--- config.mk ---
export PLATFORM = sky130hd
export DESIGN_NAME = mapper_001
export DESIGN_NICKNAME = d
export VERILOG_FILES = /design/src/rtl/mapper_001.sv
export SDC_FILE = /design/constraint.sdc
export NUM_CORES = 1
export LEC_CHECK = 0
export BUFFER_PORTS_ARGS = -buffer_cell sky130_fd_sc_hd__buf_4
export CAP_MARGIN = 20
export CORE_MARGIN = 5
export CORE_UTILIZATION = 41
export CTS_BUF_LIST = sky130_fd_sc_hd__clkbuf_4
export CTS_CLUSTER_DIAMETER = 30
export DETAILED_ROUTE_END_ITERATION = 7
export PLACE_DENSITY_LB_ADDON = 0.2
export RECOVER_POWER = 100
export SYNTH_ARGS = -nofsm -noshare
export SYNTH_HDL_FRONTEND = slang
export SYNTH_SLANG_ARGS = --single-unit
--- constraint.sdc ---
create_clock -name clk_cpu -period 4.1 [get_ports clk_cpu]
set_clock_uncertainty 0.1 [all_clocks]
set_input_delay 0.205 -clock clk_cpu [delete_from_list [all_inputs] [get_ports clk_cpu]]
set_output_delay 0.205 -clock clk_cpu [all_outputs]
set_load 0.05 [all_outputs]
--- src/rtl/mapper_001.sv ---
// MMC1-compatible cartridge mapper: 5-bit serial load port feeding ctrl/chr0/chr1/prg
// registers, which drive PRG/CHR/PRG-RAM banking, chip selects and nametable mirroring.
module mapper_001 #(
   parameter int PRG_ROM_DEPTH = 18,
   parameter int CHR_ROM_DEPTH = 17,
   parameter int PRG_RAM_DEPTH = 13
) (
   input  logic                     clk_cpu,
   input  logic                     rst,
   input  logic [14:0]              cpu_addr,
   input  logic [7:0]               cpu_data_i,
   input  logic [13:0]              ppu_addr,
   input  logic                     cpu_rw,
   input  logic                     romsel,
   input  logic                     mirrorv,
   input  logic                     chr_ram,
   input  logic                     prg_ram,
   input  logic [PRG_ROM_DEPTH-1:0] prg_mask,
   input  logic [CHR_ROM_DEPTH-1:0] chr_mask,
   input  logic [PRG_RAM_DEPTH-1:0] prgram_mask,
   output logic [PRG_ROM_DEPTH-1:0] prg_addr,
   output logic [CHR_ROM_DEPTH-1:0] chr_addr,
   output logic [PRG_RAM_DEPTH-1:0] prgram_addr,
   output logic                     prg_cs,
   output logic                     chr_cs,
   output logic                     prgram_cs,
   output logic [7:0]               mapper_reg_o,
   output logic                     ciram_ce,
   output logic                     ciram_a10,
   output logic                     irq
);

   localparam logic [4:0] CTRL_RST  = 5'h0C;
   localparam logic [4:0] SHIFT_RST = 5'b10000;

   logic [4:0] ctrl_q, ctrl_d;
   logic [4:0] chr0_q, chr0_d;
   logic [4:0] chr1_q, chr1_d;
   logic [4:0] prg_q, prg_d;
   logic [4:0] shift_q, shift_d;
   logic       prev_wr_q, prev_wr_d;

   logic       wr, acc;
   logic [4:0] load_val;
   logic [3:0] b16;
   logic [4:0] b4;

   logic [PRG_ROM_DEPTH+17:0] prg_ext;
   logic [CHR_ROM_DEPTH+16:0] chr_ext;
   logic [PRG_RAM_DEPTH+12:0] prgram_ext;

   // Header mirroring and CHR-RAM flag do not affect MMC1 banking.
   logic unused_ok;
   assign unused_ok = &{1'b0, mirrorv, chr_ram, cpu_data_i[6:1]};

   // Only the first cycle of a run of write cycles is accepted (RMW double writes).
   assign wr       = romsel & ~cpu_rw;
   assign acc      = wr & ~prev_wr_q;
   assign load_val = {cpu_data_i[0], shift_q[4:1]};

   always_comb begin
      ctrl_d    = ctrl_q;
      chr0_d    = chr0_q;
      chr1_d    = chr1_q;
      prg_d     = prg_q;
      shift_d   = shift_q;
      prev_wr_d = wr;
      if (acc) begin
         if (cpu_data_i[7]) begin
            shift_d = SHIFT_RST;
            ctrl_d  = ctrl_q | CTRL_RST;
         end else if (!shift_q[0]) begin
            shift_d = load_val;
         end else begin
            // Marker bit reached bit 0: this is the fifth write, its address picks the target.
            shift_d = SHIFT_RST;
            unique case (cpu_addr[14:13])
               2'b00: ctrl_d = load_val;
               2'b01: chr0_d = load_val;
               2'b10: chr1_d = load_val;
               2'b11: prg_d  = load_val;
            endcase
         end
      end
   end

   always_ff @(posedge clk_cpu) begin
      if (rst) begin
         ctrl_q    <= CTRL_RST;
         chr0_q    <= 5'h00;
         chr1_q    <= 5'h00;
         prg_q     <= 5'h00;
         shift_q   <= SHIFT_RST;
         prev_wr_q <= 1'b0;
      end else begin
         ctrl_q    <= ctrl_d;
         chr0_q    <= chr0_d;
         chr1_q    <= chr1_d;
         prg_q     <= prg_d;
         shift_q   <= shift_d;
         prev_wr_q <= prev_wr_d;
      end
   end

   // PRG banking: 32 KB mode, or 16 KB with first/last half fixed.
   always_comb begin
      b16 = {prg_q[3:1], cpu_addr[14]};
      unique case (ctrl_q[3:2])
         2'b00, 2'b01: b16 = {prg_q[3:1], cpu_addr[14]};
         2'b10:        b16 = cpu_addr[14] ? prg_q[3:0] : 4'h0;
         2'b11:        b16 = cpu_addr[14] ? 4'hF : prg_q[3:0];
      endcase
   end

   always_comb begin
      if (ctrl_q[4]) b4 = ppu_addr[12] ? chr1_q : chr0_q;
      else           b4 = {chr0_q[4:1], ppu_addr[12]};
   end

   always_comb begin
      unique case (ctrl_q[1:0])
         2'b00: ciram_a10 = 1'b0;
         2'b01: ciram_a10 = 1'b1;
         2'b10: ciram_a10 = ppu_addr[10];
         2'b11: ciram_a10 = ppu_addr[11];
      endcase
   end

   assign prg_ext    = {{PRG_ROM_DEPTH{1'b0}}, b16, cpu_addr[13:0]};
   assign chr_ext    = {{CHR_ROM_DEPTH{1'b0}}, b4, ppu_addr[11:0]};
   assign prgram_ext = {{PRG_RAM_DEPTH{1'b0}}, cpu_addr[12:0]};

   assign prg_addr     = prg_mask & prg_ext[PRG_ROM_DEPTH-1:0];
   assign chr_addr     = chr_mask & chr_ext[CHR_ROM_DEPTH-1:0];
   assign prgram_addr  = prgram_mask & prgram_ext[PRG_RAM_DEPTH-1:0];
   assign prg_cs       = romsel;
   assign ciram_ce     = ppu_addr[13];
   assign chr_cs       = ~ppu_addr[13];
   assign prgram_cs    = prg_ram & ~romsel & (cpu_addr[14:13] == 2'b11) & ~prg_q[4];
   assign mapper_reg_o = {3'b000, ctrl_q};
   assign irq          = 1'b0;

endmodule

==> run metrics <==
Hold Crit Class=in -> reg; DP Wirelength=4720 um; Max Fclk=471 MHz; Rel. slew slack=0.461; area grow syn2layout=52.4%; commonest non-fill, non-tap cell in the layout=buf_4; Cell Area, Synth=around 1600 um^2; Worst-path clk slew=0.14 ns; ant diodes=0; Core Area=~4000 um^2; hold path start=cpu_data_i[0]; GR peak layer=met2; Seq cells post-synth=26; Layout Cells excl Fill=380; worst-margin pin slew=0.806 ns; first-pass GRT wire length=8240 um; 1st-pass router iterations=4; Die ar.=5390 um^2; number of global-route vias before repair=1,623; setup TNS=0 ns; grt met1 use=0.250; multi-input logic area=1010 um^2; Pleak=~1.1 nW; initial antenna violation count=0; Pint=between 0.0004 and 0.0005 W; final wirelength=approximately 5600 um; sequential cell area=520 um^2; number of post-CTS setup repair buffers=0; R2R Setup Slk=2.18 ns; routing usage on met3=0.0328; Total GRT Usage=0.195; min cycle time layout=2.12 ns; final cycle utilization of the critical path=0.518; Peak VDD IR=0.152 mV; TritonCTS Sinks=26; RSZ-0062 raised after global routing=false; Psw=0.000218 W; Initial DRC Count=52; Hold-fix buffers, CTS=1; crit end category=register; Max Root-Sink Buffers=2; TritonCTS clock tree=built; critical path class=in -> reg; number of library cell types mapped by synthesis=34; drt drc=0; Clock Power Share=0.277; drt wl/cell=14.8 um; Post-DP Area=2680 um^2; worst r2r src=prev_wr_q$_SDFF_PP0_; Sw Ratio=0.337; gpl congestion=~0.82; routed vias=about 1,800; number of max-cap violations=0; critical path data required time=4.23 ns; Reg power frac=0.394; CP startpoint=cpu_rw; post-cts gate resize count=0; Mapped Cells=between 150 and 200; Rows=23; Critical Path AT=2.25 ns; total CTS buffers=3; I/O pin cnt=around 150; fin worst setup slack=1.98 ns; Gate power share=0.329; Hold Fails Final Rpt=0; share of cells above drive strength 1=0.291; worst-path fanout max=9; DIE WIDTH=approximately 73 um; placed insts=375; Starting Density=0.418; Seq/Total Area, Yosys=0.316; max-slew violations=0; YS warnings=0; Worst-Skew Late Latency=0.33 ns; status=completed; pwr/cell area=258 nW/um^2; Fillers=407; H-tree Lvls=1; startpoint types=input port; # setup viols final=0; remaining antenna violation count=0; fin nets=approximately 420; Post-Layout Inst Area=2510 um^2; met2 GRT Util=0.331; port bufs=141; largest net degree at the start of global routing=36; most frequent cells in the layout=buf_4, clkbuf_1, and2_1, dfxtp_1, mux2i_1; Chip Height=73.4 um; WHS=0.0261 ns; pre-CTS setup slack=approximately 2.2 ns; CTS root buf=clkbuf_4; DR vias/cell=4.71; syn avg cell area=8.41 um^2; grt ovf=0
per-layer routing:
metal,vias up,part of all wire
met5,-,0
met4,0,0.018
met3,9,0.085
met2,79,0.48
met1,787,0.41
li1,914,-
layout make-up:
class / count / area share
clock buffers: 3 / 0.00897
clock inverters: 1 / 0.0120
inverters: 4 / 0.00598
multi-input cells: 154 / 0.404
flip-flops and latches: 26 / 0.207
well taps: 50 / 0.0249
repair buffers: 142 / 0.337
flip-flops by register name (all words and copies together) (netlist names):
register / flops
chr0_q: 5
chr1_q: 5
ctrl_q: 5
prev_wr_q: 1
prg_q: 5
shift_q: 5
power by group through the flow:
stage | clock network (W) | logic (W) | registers, W
2_1_floorplan | 0 | 0.000135 | 0.000260
3_3_place_gp | 0 | 0.000234 | 0.000261
3_5_place_dp | 0 | 0.000236 | 0.000261
4_1_cts | 0.000181 | 0.000237 | 0.000255
5_1_grt | 0.000196 | 0.000226 | 0.000256
6_report | 0.000179 | 0.000213 | 0.000255
synth_stat cells:
| cell type | count | area, um^2 |
|---|---|---|
| dfxtp_1 | 26 | 521 |
| o21bai_1 | 1 | 7.51 |
| or3b_1 | 2 | 17.5 |
| o31a_1 | 2 | 17.5 |
| nor4_1 | 1 | 6.26 |
| buf_6 | 2 | 22.5 |
| nor4b_1 | 1 | 8.76 |
| nor4bb_1 | 1 | 10.0 |
| a21oi_1 | 5 | 25.0 |
| a31oi_1 | 1 | 6.26 |
| a21o_1 | 1 | 7.51 |
| a21boi_0 | 9 | 67.6 |
| nor2_1 | 5 | 18.8 |
| nor3b_1 | 1 | 7.51 |
| or4b_4 | 1 | 13.8 |
| or2b_2 | 10 | 87.6 |
| buf_4 | 6 | 45.0 |
| nand3_1 | 8 | 40.0 |
| nand2_1 | 15 | 56.3 |
| a22oi_1 | 2 | 15.0 |
| mux2i_1 | 18 | 180 |
| nand2b_1 | 14 | 87.6 |
| nand3b_1 | 1 | 7.51 |
| inv_1 | 4 | 15.0 |
| nor3b_2 | 1 | 12.5 |
| nand4_1 | 1 | 6.26 |
| nor3_1 | 2 | 10.0 |
| clkdlybuf4s50_2 | 1 | 11.3 |
| or3_1 | 1 | 6.26 |
| conb_1 | 1 | 3.75 |
| and2_1 | 40 | 250 |
| and4_1 | 1 | 8.76 |
| o21ai_0 | 5 | 25.0 |
| clkbuf_1 | 6 | 22.5 |
stage by stage:
step,total power (W),utilization
6_report,0.000648,0.637
5_1_grt,0.000677,0.637
4_1_cts,0.000673,0.695
3_5_place_dp,0.000496,0.679
3_3_place_gp,0.000495,0.679
2_1_floorplan,0.000395,-
worst paths after layout:
path | cells past startpoint | to
worst max-delay path | 5 | prg_q[1]$_SDFFE_PP0P_
worst min register to register | 2 | chr0_q[1]$_SDFFE_PP0P_
worst min-delay path | 3 | shift_q[4]$_SDFFE_PP1N_
worst max register to register | 3 | prg_q[1]$_SDFFE_PP0P_
critical path, cell delays in order:
cell and delay (ns):
dlygate4sd3_1 0.53, clkbuf_1 0.12, or3b_1 0.52, or4b_1 0.69, mux2i_1 0.18
cell families after synthesis:
logic type,after synthesis,share of synthesized area
other cells,1,0.00228
buf+inv,19,0.0706
compound gates,26,0.104
mux,18,0.109
simple gates,106,0.398
flops,26,0.316
Power figures use the tool's default switching activity.
